File: src/rtl/queue_pkg.sv
// Shared queue definitions: default geometry common to the FIFO and the stack,
// and the error-cause encoding retained for debug visibility.
package queue_pkg;

  localparam int DEFAULT_DATA_WIDTH = 8;
  localparam int DEFAULT_ADDR_WIDTH = 4;

  typedef enum logic [1:0] {
    ERR_NONE      = 2'd0,
    ERR_OVERFLOW  = 2'd1,
    ERR_UNDERFLOW = 2'd2
  } err_cause_e;

endpackage

File: src/rtl/fifo_regfile.sv
// DEPTH x DATA_WIDTH storage with one synchronous write port and one registered
// read port. The array itself is never reset; only the read register is.
module fifo_regfile
  import queue_pkg::*;
#(
  parameter int DATA_WIDTH = DEFAULT_DATA_WIDTH,
  parameter int ADDR_WIDTH = DEFAULT_ADDR_WIDTH,
  parameter int DEPTH      = 1 << ADDR_WIDTH
) (
  input  logic                  clk,
  input  logic                  reset,
  input  logic                  wr_en,
  input  logic [ADDR_WIDTH-1:0] wr_addr,
  input  logic [DATA_WIDTH-1:0] wr_data,
  input  logic                  rd_en,
  input  logic [ADDR_WIDTH-1:0] rd_addr,
  output logic [DATA_WIDTH-1:0] rd_data
);

  logic [DATA_WIDTH-1:0] mem [DEPTH];

  // A write coinciding with reset is dropped so reset aborts the operation cleanly.
  always_ff @(posedge clk) begin
    if (wr_en && !reset) begin
      mem[wr_addr] <= wr_data;
    end
  end

  always_ff @(posedge clk or posedge reset) begin
    if (reset) begin
      rd_data <= '0;
    end else if (rd_en) begin
      rd_data <= mem[rd_addr];
    end
  end

endmodule

File: src/rtl/fifo_queue.sv
// Fixed-depth synchronous FIFO: wrap-bit pointers, accept/reject decode,
// sticky error register and status derived only from the registered pointers.
module fifo_queue
  import queue_pkg::*;
#(
  parameter int DATA_WIDTH = DEFAULT_DATA_WIDTH,
  parameter int ADDR_WIDTH = DEFAULT_ADDR_WIDTH,
  parameter int DEPTH      = 1 << ADDR_WIDTH
) (
  input  logic                  clk,
  input  logic                  reset,
  input  logic                  push,
  input  logic                  pop,
  input  logic [DATA_WIDTH-1:0] data_in,
  output logic [DATA_WIDTH-1:0] data_out,
  output logic                  error,
  output logic                  full,
  output logic                  empty,
  output logic [ADDR_WIDTH:0]   count
);

  logic [ADDR_WIDTH:0] wr_ptr_reg;
  logic [ADDR_WIDTH:0] rd_ptr_reg;
  err_cause_e          err_cause_reg;
  err_cause_e          err_cause_next;
  logic                push_ok;
  logic                pop_ok;

  assign empty = (wr_ptr_reg == rd_ptr_reg);
  assign full  = (wr_ptr_reg[ADDR_WIDTH-1:0] == rd_ptr_reg[ADDR_WIDTH-1:0]) &&
                 (wr_ptr_reg[ADDR_WIDTH] != rd_ptr_reg[ADDR_WIDTH]);
  assign count = wr_ptr_reg - rd_ptr_reg;
  assign error = (err_cause_reg != ERR_NONE);

  // A simultaneous pop frees the head slot, so a push into a full FIFO is still accepted.
  assign pop_ok  = pop && !empty;
  assign push_ok = push && (!full || pop_ok);

  always_comb begin
    err_cause_next = err_cause_reg;
    if (push && !push_ok) begin
      err_cause_next = ERR_OVERFLOW;
    end else if (pop && !pop_ok) begin
      err_cause_next = ERR_UNDERFLOW;
    end else if (push_ok || pop_ok) begin
      err_cause_next = ERR_NONE;
    end
  end

  always_ff @(posedge clk or posedge reset) begin
    if (reset) begin
      wr_ptr_reg    <= '0;
      rd_ptr_reg    <= '0;
      err_cause_reg <= ERR_NONE;
    end else begin
      if (push_ok) begin
        wr_ptr_reg <= wr_ptr_reg + 1'b1;
      end
      if (pop_ok) begin
        rd_ptr_reg <= rd_ptr_reg + 1'b1;
      end
      err_cause_reg <= err_cause_next;
    end
  end

  fifo_regfile #(
    .DATA_WIDTH (DATA_WIDTH),
    .ADDR_WIDTH (ADDR_WIDTH),
    .DEPTH      (DEPTH)
  ) u_regfile (
    .clk     (clk),
    .reset   (reset),
    .wr_en   (push_ok),
    .wr_addr (wr_ptr_reg[ADDR_WIDTH-1:0]),
    .wr_data (data_in),
    .rd_en   (pop_ok),
    .rd_addr (rd_ptr_reg[ADDR_WIDTH-1:0]),
    .rd_data (data_out)
  );

endmodule

File: config.mk
export PLATFORM = sky130hd
export DESIGN_NAME = fifo_queue
export DESIGN_NICKNAME = d
export VERILOG_FILES = /design/src/rtl/queue_pkg.sv /design/src/rtl/fifo_regfile.sv /design/src/rtl/fifo_queue.sv
export SDC_FILE = /design/constraint.sdc
export NUM_CORES = 1
export LEC_CHECK = 0
export CAP_MARGIN = 20
export CORE_MARGIN = 4
export CORE_UTILIZATION = 64
export CTS_BUF_LIST = sky130_fd_sc_hd__clkbuf_8
export CTS_CLUSTER_DIAMETER = 40
export DETAILED_ROUTE_END_ITERATION = 6
export DONT_BUFFER_PORTS = 1
export PLACE_DENSITY = 0.8
export REMOVE_ABC_BUFFERS = 1
export SLEW_MARGIN = 20
export SYNTH_ARGS = -nofsm -noshare
export SYNTH_HDL_FRONTEND = slang
export SYNTH_HIERARCHICAL = 1
export SYNTH_SLANG_ARGS = --single-unit
File: constraint.sdc
create_clock -name clk -period 2.9 [get_ports clk]
set_input_delay 0.145 -clock clk [delete_from_list [all_inputs] [get_ports clk]]
set_output_delay 0.145 -clock clk [all_outputs]
set_load 0.05 [all_outputs]
### Word-level counts from Yosys, hierarchy flattened

Memory sizes are Yosys's and may differ from the RTL's. A register that Yosys moved wholly into a read port is not among the register bits.
Cells that the tools add are included.

| cells by class | value |
|---|---|
| add/sub/neg operators | 3 |
| eq/ne operators | 3 |
| muxes and demuxes | 5 |
| reductions and logical operators | 15 |

Operator list:

| kind | number |
|---|---|
| adder 5 x 1 -> 5 bit (second input constant) | 2 |
| logical AND 1 bit | 6 |
| 2-to-1 mux 2 bit | 3 |
| == test 5 bit | 1 |
| zero test 1 bit | 5 |
| subtractor 5 bit | 1 |
| == test 4 bit | 1 |
| nonzero test 3 bit | 1 |
| logical OR 1 bit | 2 |
| 2-to-1 mux 1 bit | 2 |
| nonzero test 2 bit | 1 |
| inequality test 1 bit | 1 |

| word-level totals | value |
|---|---|
| register bits after elaboration | 12 |
| memory bits (writable) | 128 |
| output and inout bits | 16 |
| word-level logic and storage cells | 30 |
| memories | 1 |

Memory list:

| memory | words | width | rd ports | clocked after Yosys merged registers in | wr ports | line | text |
|---|---|---|---|---|---|---|---|
| u_regfile.mem | 16 | 8 | 1 | 1 | 1 | fifo_regfile.sv:20 | `logic [DATA_WIDTH-1:0] mem [DEPTH];` |

### Logic depth before layout (Yosys ltp)

Gate-level depths: netlist of run 1.

| logic depth | value |
|---|---|
| depth after elaboration | 9 |
| gate-level depth with buffers | 9 |
| depth with buffers taken out | 9 |

### By module

Netlist of run 1, hierarchy kept.

By module, submodules not included:

| module | times used | cells each | area an instance (µm²) | sequential area each (µm²) |
|---|---|---|---|---|
| fifo_regfile | 1 | 242 | 5,338.9 | 4,043.9 |
| fifo_queue | 1 | 66 | 719.4 | 300.3 |

### Least setup slack after synthesis of run 1

OpenSTA, ideal clock, no wires.

| timing | value |
|---|---|
| path kind | register to register |
| from | register wr_ptr_reg[0] |
| to | register u_regfile.rd_data[0], read port of u_regfile.mem |
| library setup time | 94 ps |
| arrival | 2,777 ps |
| slack | 30 ps |
| cell stages (with the launch flop) | 10 |
| cell sequence | dfrtp_1 -> inv_1 -> ha_1 -> nand4_1 -> nor2_1 -> nor2b_2 -> buf_1 -> and2_1 -> buf_1 -> a221oi_2 |

| between the ends | value |
|---|---|
| cells in the longest elaborated chain, start to end | 3 |

RTL lines:

| item | line | text |
|---|---|---|
| from (decl) | fifo_queue.sv:22 | `logic [ADDR_WIDTH:0] wr_ptr_reg;` |
| from (signal assigned) | fifo_queue.sv:57 | `wr_ptr_reg <= wr_ptr_reg + 1'b1;` |
| == test 5 bit | fifo_queue.sv:29 | `assign empty = (wr_ptr_reg == rd_ptr_reg);` |
| net empty | fifo_queue.sv:18 | `output logic empty,` |
| zero test 1 bit | fifo_queue.sv:36 | `assign pop_ok = pop && !empty;` |
| logical AND 1 bit | fifo_queue.sv:36 |  |
| net pop_ok | fifo_queue.sv:27 | `logic pop_ok;` |
| to (decl) | fifo_regfile.sv:17 | `output logic [DATA_WIDTH-1:0] rd_data` |

The timed path passes the listed nets, and every way through them passes these cells.
A chain may end at the register's enable or synchronous reset.

### Worst setup path in the final report of run 1

| timing | value |
|---|---|
| from | register rd_ptr_reg[1] |
| to | memory u_regfile/mem[5][4] in the netlist's numbering, enable pin |

| between the ends | value |
|---|---|
| cells in the longest elaborated chain, start to end | 8 |

RTL lines:

| item | line | text |
|---|---|---|
| from (decl) | fifo_queue.sv:23 | `logic [ADDR_WIDTH:0] rd_ptr_reg;` |
| from (signal assigned) | fifo_queue.sv:60 | `rd_ptr_reg <= rd_ptr_reg + 1'b1;` |
| == test 5 bit or == test 4 bit (tied branches) | fifo_queue.sv:29, fifo_queue.sv:30 |  |
| zero test 1 bit or logical AND 1 bit (tied branches) | fifo_queue.sv:36, fifo_queue.sv:30 |  |
| logical AND 1 bit or zero test 1 bit (tied branches) | fifo_queue.sv:36, fifo_queue.sv:37 |  |
| logical OR 1 bit (*) | fifo_queue.sv:37 | `assign push_ok = push && (!full \|\| pop_ok);` |
| logical AND 1 bit (*) | fifo_queue.sv:37 |  |
| net push_ok | fifo_queue.sv:26 | `logic push_ok;` |
| logical AND 1 bit (*) | fifo_regfile.sv:24 | `if (wr_en && !reset) begin` |
| 2-to-1 mux 1 bit (*) | fifo_regfile.sv:24 |  |
| 2-to-1 mux 1 bit (implied by the code) (*) | fifo_regfile.sv:25 | `mem[wr_addr] <= wr_data;` |
| to (decl) | fifo_regfile.sv:20 |  |

Mark *: on every way through the listed nets, which the timed path passes. The rest lies on a longest branch.

==> results of run 1 <==
-- how the worst min path moves through the flow --
| stage | startpoint | depth (start not counted) | end | slack [ps] |
|---|---|---|---|---|
| after floorplan | reset | 1 | u_regfile/rd_data[0] | -20 |
| after global placement | reset | 1 | u_regfile/rd_data[3] | 40 |
| after detailed placement | reset | 1 | u_regfile/rd_data[3] | 60 |
| after CTS | push | 3 | wr_ptr_reg[3] | 30 |
| after global routing | pop | 3 | wr_ptr_reg[0] | 60 |
| final | push | 3 | wr_ptr_reg[3] | 70 |
-- cell type report --
| type | count | share of cell area |
|---|---|---|
| sequential | 148 | 0.641 |
| multi-input combinational | 137 | 0.231 |
| timing repair buffer | 30 | 0.0376 |
| clock buffer | 17 | 0.0345 |
| clock inverter | 15 | 0.0275 |
| tap | 129 | 0.0238 |
| inverter | 9 | 0.00498 |
-- repair_timing --
item	4_1_cts	5_1_grt
setup buffers	0	0
resized for setup	0	6
endpoints found under the hold margin	155	0
hold buffers	12	0
endpoints found under the setup margin	0	48
-- metal layers --
layer	part of all wire	vias up	wire, um
met5	0	-	0
met4	0.011	0	127
met3	0.086	8	1010
met2	0.51	132	6060
met1	0.39	1582	4570
li1	-	1309	-
-- worst max-delay path, stage by stage (launching register included) --
cell and delay, ps:
sky130_fd_sc_hd__dfrtp_1 430, sky130_fd_sc_hd__inv_1 110, sky130_fd_sc_hd__ha_1 310, sky130_fd_sc_hd__nand4_1 150
sky130_fd_sc_hd__or3b_4 180, sky130_fd_sc_hd__nand2_4 60, sky130_fd_sc_hd__inv_1 100, sky130_fd_sc_hd__nand4b_1 190
sky130_fd_sc_hd__nor2_1 770
-- kinds of logic after synthesis --
logic type      Yosys count  share of synthesized area
flops                   148                      0.717
simple gates             54                     0.0465
mux                      43                      0.142
buf+inv                  23                     0.0268
compound gates           21                     0.0347
xor+xnor                 12                     0.0173
fa+ha+maj                 7                     0.0157
-- cells in the final DEF (no fill, tap or decap), types with 3 or more instances in the layout --
master | Yosys | final
sky130_fd_sc_hd__a221oi_2 | 8 | 8
sky130_fd_sc_hd__buf_4 | 1 | 18
sky130_fd_sc_hd__bufinv_16 | 0 | 4
sky130_fd_sc_hd__clkbuf_8 | 0 | 17
sky130_fd_sc_hd__dfrtp_1 | 20 | 20
sky130_fd_sc_hd__dlygate4sd3_1 | 0 | 12
sky130_fd_sc_hd__edfxtp_1 | 128 | 128
sky130_fd_sc_hd__ha_1 | 6 | 6
sky130_fd_sc_hd__inv_1 | 9 | 11
sky130_fd_sc_hd__inv_6 | 0 | 3
sky130_fd_sc_hd__mux2i_1 | 9 | 9
sky130_fd_sc_hd__mux4_1 | 6 | 6
sky130_fd_sc_hd__mux4_2 | 26 | 26
sky130_fd_sc_hd__nand2_1 | 3 | 3
sky130_fd_sc_hd__nand2b_1 | 4 | 4
sky130_fd_sc_hd__nand3_1 | 3 | 3
sky130_fd_sc_hd__nand4_1 | 3 | 3
sky130_fd_sc_hd__nor2_1 | 25 | 19
sky130_fd_sc_hd__nor2_2 | 0 | 6
sky130_fd_sc_hd__nor3_1 | 4 | 4
sky130_fd_sc_hd__o22ai_1 | 7 | 7
sky130_fd_sc_hd__xnor2_1 | 7 | 7
sky130_fd_sc_hd__xor2_1 | 5 | 5
-- stage by stage --
stage	area [um2]	std cells	hold WS (ps)	util	setup TNS [ps]
global placement	6230	441	44.0	0.674	0
CTS	6770	485	32.1	0.732	0
global route	6780	485	63.9	0.734	0
finish	6780	485	70.1	0.734	0
floorplan	5930	294	-23.1	-	-54380
detailed placement	6230	441	63.8	0.674	0
-- synth_stat cells (all sizes together), types with 5 or more instances --
library cell	n
mux4	32
buf	14
xor2	5
o22ai	8
ha	6
dfrtp	20
a221oi	8
nor2	25
edfxtp	128
inv	9
xnor2	7
mux2i	9
-- report_power, final --
| group | internal (mW) | switching [mW] |
|---|---|---|
| Clock | 0.931 | 0.751 |
| Sequential | 2.54 | 0.318 |
| Combinational | 1.07 | 1.61 |
==> results.txt, run 1 <==
status -> finished clean
top register by number of flip-flops -> u_regfile/mem
post-synthesis register bit count -> 148
RSZ-0062 raised after global routing -> false
I/O pin count -> 28
type of the worst min-delay path -> input pin to register
leading cell types by total area after synthesis -> sky130_fd_sc_hd__edfxtp_1 63%, sky130_fd_sc_hd__mux4_2 9.7%, sky130_fd_sc_hd__dfrtp_1 8.3%
max reg flops -> 128
vias after detailed routing -> 3031
dominant register cell in the synthesized netlist -> sky130_fd_sc_hd__edfxtp_1
pin count of the biggest net entering global routing -> 34
Chip Width -> 105 um
r2r worst-path depth -> 8
r2r setup slk -> 240 ps
met2 demand-to-capacity share in global routing -> 0.365
fin. max-slew vios -> 0
core area -> 9240 um2
syn_area_per_cell -> 19.7 um2
Worst Path Max Fanout -> 8
Max H-tree Level -> 4
portion of the clock cycle consumed by the worst path in the final layout -> 0.918
worst supply voltage drop on vdd -> 1.43 mV
DRT antenna net count -> 0
share of Yosys cell area claimed by the top area cell type -> 0.634
crit path kind -> register to register
placer's final routability congestion estimate -> 0.803
Clock Latency Late Sink -> 430 ps
Die Area -> 11100 um2
netlist area before placement -> 6060 um2
final setup slack of the worst path -> 237 ps
global router's overall resource usage -> 0.235
antenna cells -> 0
proportion of synthesized flip-flops having asynchronous set or reset -> 0.135
type of origin of the critical path -> register
number of remaining DRC errors -> 0
number of global-route vias before repair -> 3149
global routing met1 resource utilization -> 0.326
number of hold-slack violations in the final timing report -> 0
total clock buffers created by CTS -> 17
fraction of final layout cells sized beyond drive strength 1 -> 0.267
termination of the worst setup path -> u_regfile/mem[5][4]
count of filler cells inserted in the layout -> 537
Static Leak -> 2.34 nW
Critical Path RT -> 2950 ps
Final Total Pwr -> 7.22 mW
crit path time final -> 2660 ps
Reg clk slew, reported paths -> 80 ps
total global routing overflow -> 0
area of the multi-input gates -> 1570 um2
FF-to-FF End -> u_regfile/mem[5][4]
global routing met3 resource utilization -> 0.0557
die height -> 105 um
warning count from the yosys run -> 6
count of port buffers added during placement -> 0
total wirelength of the detailed-routed design -> 11800 um
count of nets after finishing -> 362
power per unit of standard cell area -> 1060 nW/um2
HPWL after detailed placement -> 7420 um
biggest area consumer among synthesized cells -> sky130_fd_sc_hd__edfxtp_1
number of buffers between clock root and the deepest sink -> 2
iteration count of the initial detailed-routing pass -> 5
Cell Rows -> 35
Arrival @ worst endpoint -> 2710 ps
global-route wire length before repair -> 18700 um
Final Skew -> 15.2 ps
count of final setup violators -> 0
source of the critical timing path -> rd_ptr_reg[1]
synthesized instance count -> 308
Initial Utilization -> 0.656
Starting DRT DRC Count -> 251
worst setup timing slack at the placement stage -> 176 ps
detail-routed net length per standard cell -> 24.3 um
Max Fclk -> 376 MHz
vias per cell -> 6.25
CTS sink cnt -> 148
reg-to-reg startpoint -> rd_ptr_reg[1]
number of distinct standard cells referenced by the synthesized netlist -> 39
Slew headroom -> 0.388
number of enable flip-flop cells after synthesis -> 128
clock tree root buffer cell -> sky130_fd_sc_hd__clkbuf_8
share of synthesized area occupied by flip-flops and latches -> 0.717
Critical Path Sink Type -> register
initial antenna violation count -> 0
MaxCap Viol Count -> 0
synth-to-layout area growth -> 11.9%
sequential standard cell area -> 4340 um2
TritonCTS clock tree -> built
gr busiest metal -> met2
slew at the pin closest to its max-slew limit -> 915 ps
biggest regs -> u_regfile/mem x128, u_regfile/rd_data x8
Note: power is estimated with default switching activity, not from simulation.
==> run 2: changes to the inputs <==
--- a/config.mk
+++ b/config.mk
@@ -6,13 +6,16 @@
 export NUM_CORES = 1
 export LEC_CHECK = 0
 export CAP_MARGIN = 20
+export CELL_PAD_IN_SITES_DETAIL_PLACEMENT = 0
+export CELL_PAD_IN_SITES_GLOBAL_PLACEMENT = 1
 export CORE_MARGIN = 4
-export CORE_UTILIZATION = 64
+export CORE_UTILIZATION = 57
 export CTS_BUF_LIST = sky130_fd_sc_hd__clkbuf_8
 export CTS_CLUSTER_DIAMETER = 40
 export DETAILED_ROUTE_END_ITERATION = 6
 export DONT_BUFFER_PORTS = 1
-export PLACE_DENSITY = 0.8
+export MAX_ROUTING_LAYER = met4
+export PLACE_DENSITY_LB_ADDON = 0.1
 export REMOVE_ABC_BUFFERS = 1
 export SLEW_MARGIN = 20
 export SYNTH_ARGS = -nofsm -noshare
==> run 2 against run 1 <==
  * Non-clock buffer count is 8 higher
  * Global-route usage is 2.6 points lower
  * Count of clock-buffer cells in the layout stayed put
  * Critical path type unchanged
==> results.txt, run 2 (synthesized netlist as in run 1, its figures left out) <==
clock tree root buffer cell -> sky130_fd_sc_hd__clkbuf_8
sequential group share of total power -> 0.406 (+0.010)
top register by number of flip-flops -> u_regfile/mem
source of the critical timing path -> rd_ptr_reg[1]
crit-path leading delay family -> simple AND/OR/NAND/NOR gates
Die Area -> 12300 um2 (+11%)
initial antenna violation count -> 0 (unchanged)
Final Skew -> 13.1 ps (-2.11 ps)
Initial Utilization -> 0.587 (-0.0688)
r2r worst-path depth -> 9 (+1)
Chip Width -> 111 um (+5.5%)
worst supply voltage drop on vdd -> 1.20 mV (-16%)
fraction of final layout cells sized beyond drive strength 1 -> 0.272 (+0.00512)
vias per cell -> 5.91 (-5.4%)
Max H-tree Level -> 4 (unchanged)
Clock Latency Late Sink -> 440 ps (about the same)
I/O pin count -> 28 (unchanged)
number of hold-slack violations in the final timing report -> 0 (unchanged)
number of global-route vias before repair -> 3056 (-3.0%)
TritonCTS clock tree -> built
launch point of the worst hold path -> push
DR top layer -> met4
clock network fraction of total power -> 0.209 (-0.024)
MaxCap Viol Count -> 0 (unchanged)
placer's final routability congestion estimate -> 0.806 (+0.36%)
detail-routed net length per standard cell -> 23.4 um (-3.8%)
total clock buffers created by CTS -> 17 (unchanged)
slew at the pin closest to its max-slew limit -> 891 ps (-24.7 ps)
Starting DRT DRC Count -> 262 (+4.4%)
DRT antenna net count -> 0 (unchanged)
logic depth of the worst setup path including buffers -> 9 (+1)
CTS resizes -> 0 (unchanged)
die height -> 111 um (+5.5%)
HPWL after detailed placement -> 7470 um (+0.74%)
Worst Path Buf+Inv -> 2 (unchanged)
Final Cell Area -> 6780 um2 (about the same)
global-route wire length before repair -> 18300 um (-2.0%)
RSZ-0062 raised after global routing -> false
max reg flops -> 128 (unchanged)
sequential standard cell area -> 4340 um2 (unchanged)
number of buffers between clock root and the deepest sink -> 2 (unchanged)
biggest regs -> u_regfile/mem x128, u_regfile/rd_data x8
WHS Path Cells -> 3 (unchanged)
Final Total Pwr -> 7.02 mW (-2.8%)
dominant cell type by count on the critical path -> sky130_fd_sc_hd__inv_1
Cell Rows -> 37 (+5.7%)
vias after detailed routing -> 2957 (-2.4%)
worst-path cell chain -> inv_1, ha_1, nand4_1, or3b_4, nand2_4, inv_1, nor3b_1, nand2b_1, nor2_1
area of the multi-input gates -> 1550 um2 (-0.96%)
status -> finished clean
pin count of the biggest net entering global routing -> 34 (unchanged)
type of origin of the critical path -> register
count of port buffers added during placement -> 0 (unchanged)
Hold Slack -> 46.3 ps (-23.8 ps)
number of remaining DRC errors -> 0 (unchanged)
Worst Path Max Fanout -> 8 (unchanged)
antenna cells -> 0 (unchanged)
fraction of power spent switching nets -> 0.384 (+0.0132)
routed length on met1 -> 5050 um (+10%)
most common cell after layout, fill and taps aside -> sky130_fd_sc_hd__edfxtp_1
Placed Instance Area -> 6290 um2 (+1.1%)
Max Fclk -> 383 MHz (+1.9%)
power spent charging and discharging nets -> 2.70 mW (+0.70%)
fraction of power consumed by combinational cells -> 0.386 (+0.015)
crit path kind -> register to register
library cell contributing the largest single delay on the critical path -> sky130_fd_sc_hd__nor2_1
crit path time final -> 2610 ps (-49.2 ps)
total wirelength of the detailed-routed design -> 11700 um (-0.79%)
total global routing overflow -> 0 (unchanged)
type of the worst min-delay path -> input pin to register
count of final setup violators -> 0 (unchanged)
worst setup timing slack at the placement stage -> 327 ps (+151 ps)
CTS sink cnt -> 148 (unchanged)
core area -> 10300 um2 (+12%)
count of nets after finishing -> 370 (+2.2%)
synth-to-layout area growth -> 12.0% (about the same)
fin. max-slew vios -> 0 (unchanged)
internal portion of total power -> 4.33 mW (-4.8%)
met3 wire len -> 718 um (-29%)
Critical Path Sink Type -> register
Reg clk slew, reported paths -> 80 ps (about the same)
commonest cells after routing, fill and taps aside -> 128 x sky130_fd_sc_hd__edfxtp_1, 26 x sky130_fd_sc_hd__buf_4, 26 x sky130_fd_sc_hd__mux4_2
largest incremental delay on the critical path -> 550 ps (-220 ps)
Slew headroom -> 0.404 (+0.0165)
portion of the clock cycle consumed by the worst path in the final layout -> 0.901 (-0.0170)
Arrival @ worst endpoint -> 2680 ps (-30 ps)
Static Leak -> 2.35 nW (+0.65%)
count of filler cells inserted in the layout -> 726 (+35%)
Critical Path RT -> 2970 ps (+20 ps)
final setup slack of the worst path -> 286 ps (+49.2 ps)
Met2 Wirelength -> 5760 um (-5.0%)
iteration count of the initial detailed-routing pass -> 4 (-1)
power per unit of standard cell area -> 1040 nW/um2 (-2.8%)
reg-to-reg startpoint -> rd_ptr_reg[1]
global router's overall resource usage -> 0.210 (-0.0258)
==> run 2: changes by cell type in the layout (fill, tap and decap cells not counted), sizes merged <==
cell      before  now
buf           18   26
bufinv         4    1
clkinv         4    5
clkinvlp       2    3
inv           14   15
==> run 2: final cells by class <==
class | count | area share
flip-flops and latches | 148 | 0.640
multi-input cells | 137 | 0.229
repair buffers | 38 | 0.0465
clock buffers | 17 | 0.0345
well taps | 136 | 0.0251
clock inverters | 15 | 0.0197
inverters | 9 | 0.00498
==> run 2: metrics by stage <==
step / util / std cells / TNS, ps
finish: 0.657 / 500 / 0
global route: 0.657 / 500 / 0
CTS: 0.657 / 500 / 0
detailed placement: 0.610 / 456 / 0
global placement: 0.610 / 456 / 0
floorplan: - / 294 / -54380
==> run 2: final timing paths <==
| path | endpoint | slack, ps |
|---|---|---|
| worst max-delay path | u_regfile/mem[1][4] | 290 |
| worst min-delay path | wr_ptr_reg[3] | 50 |
| worst max register to register | u_regfile/mem[1][4] | 290 |
| worst min register to register | rd_ptr_reg[4] | 490 |
| max in group asynchronous | rd_ptr_reg[0] | 2330 |
| min in group asynchronous | rd_ptr_reg[2] | 230 |
==> run 2: worst register-to-register path, delay by kind of cell, from the launching register on <==
| kind | cells | cell delay [ps] |
|---|---|---|
| flip-flops | 1 | 430 |
| buffers and inverters | 2 | 200 |
| adder cells (fa/ha/maj) | 1 | 300 |
| AND/OR/NAND/NOR | 6 | 1310 |
==> run 2: power groups by stage <==
stage                     sequential, mW  combinational, mW  clock (mW)
after detailed placement            2.90               2.70           0
final                               2.85               2.71        1.46
after global placement              2.90               2.69           0
after floorplan                     3.08               1.78           0
after global routing                2.87               2.92        1.61
after CTS                           2.85               2.75        1.49
==> run 2: per-layer routing <==
| layer | GRT usage | vias to the layer above |
|---|---|---|
| met5 | - | - |
| met4 | 0.0584 | 0 |
| met3 | 0.0595 | 12 |
| met2 | 0.325 | 79 |
| met1 | 0.276 | 1536 |
| li1 | - | 1330 |
==> run 2: repair_timing <==
action / CTS / global route
hold buffers: 12 / 0
setup buffers: 0 / 0
endpoints found under the hold margin: 155 / 0
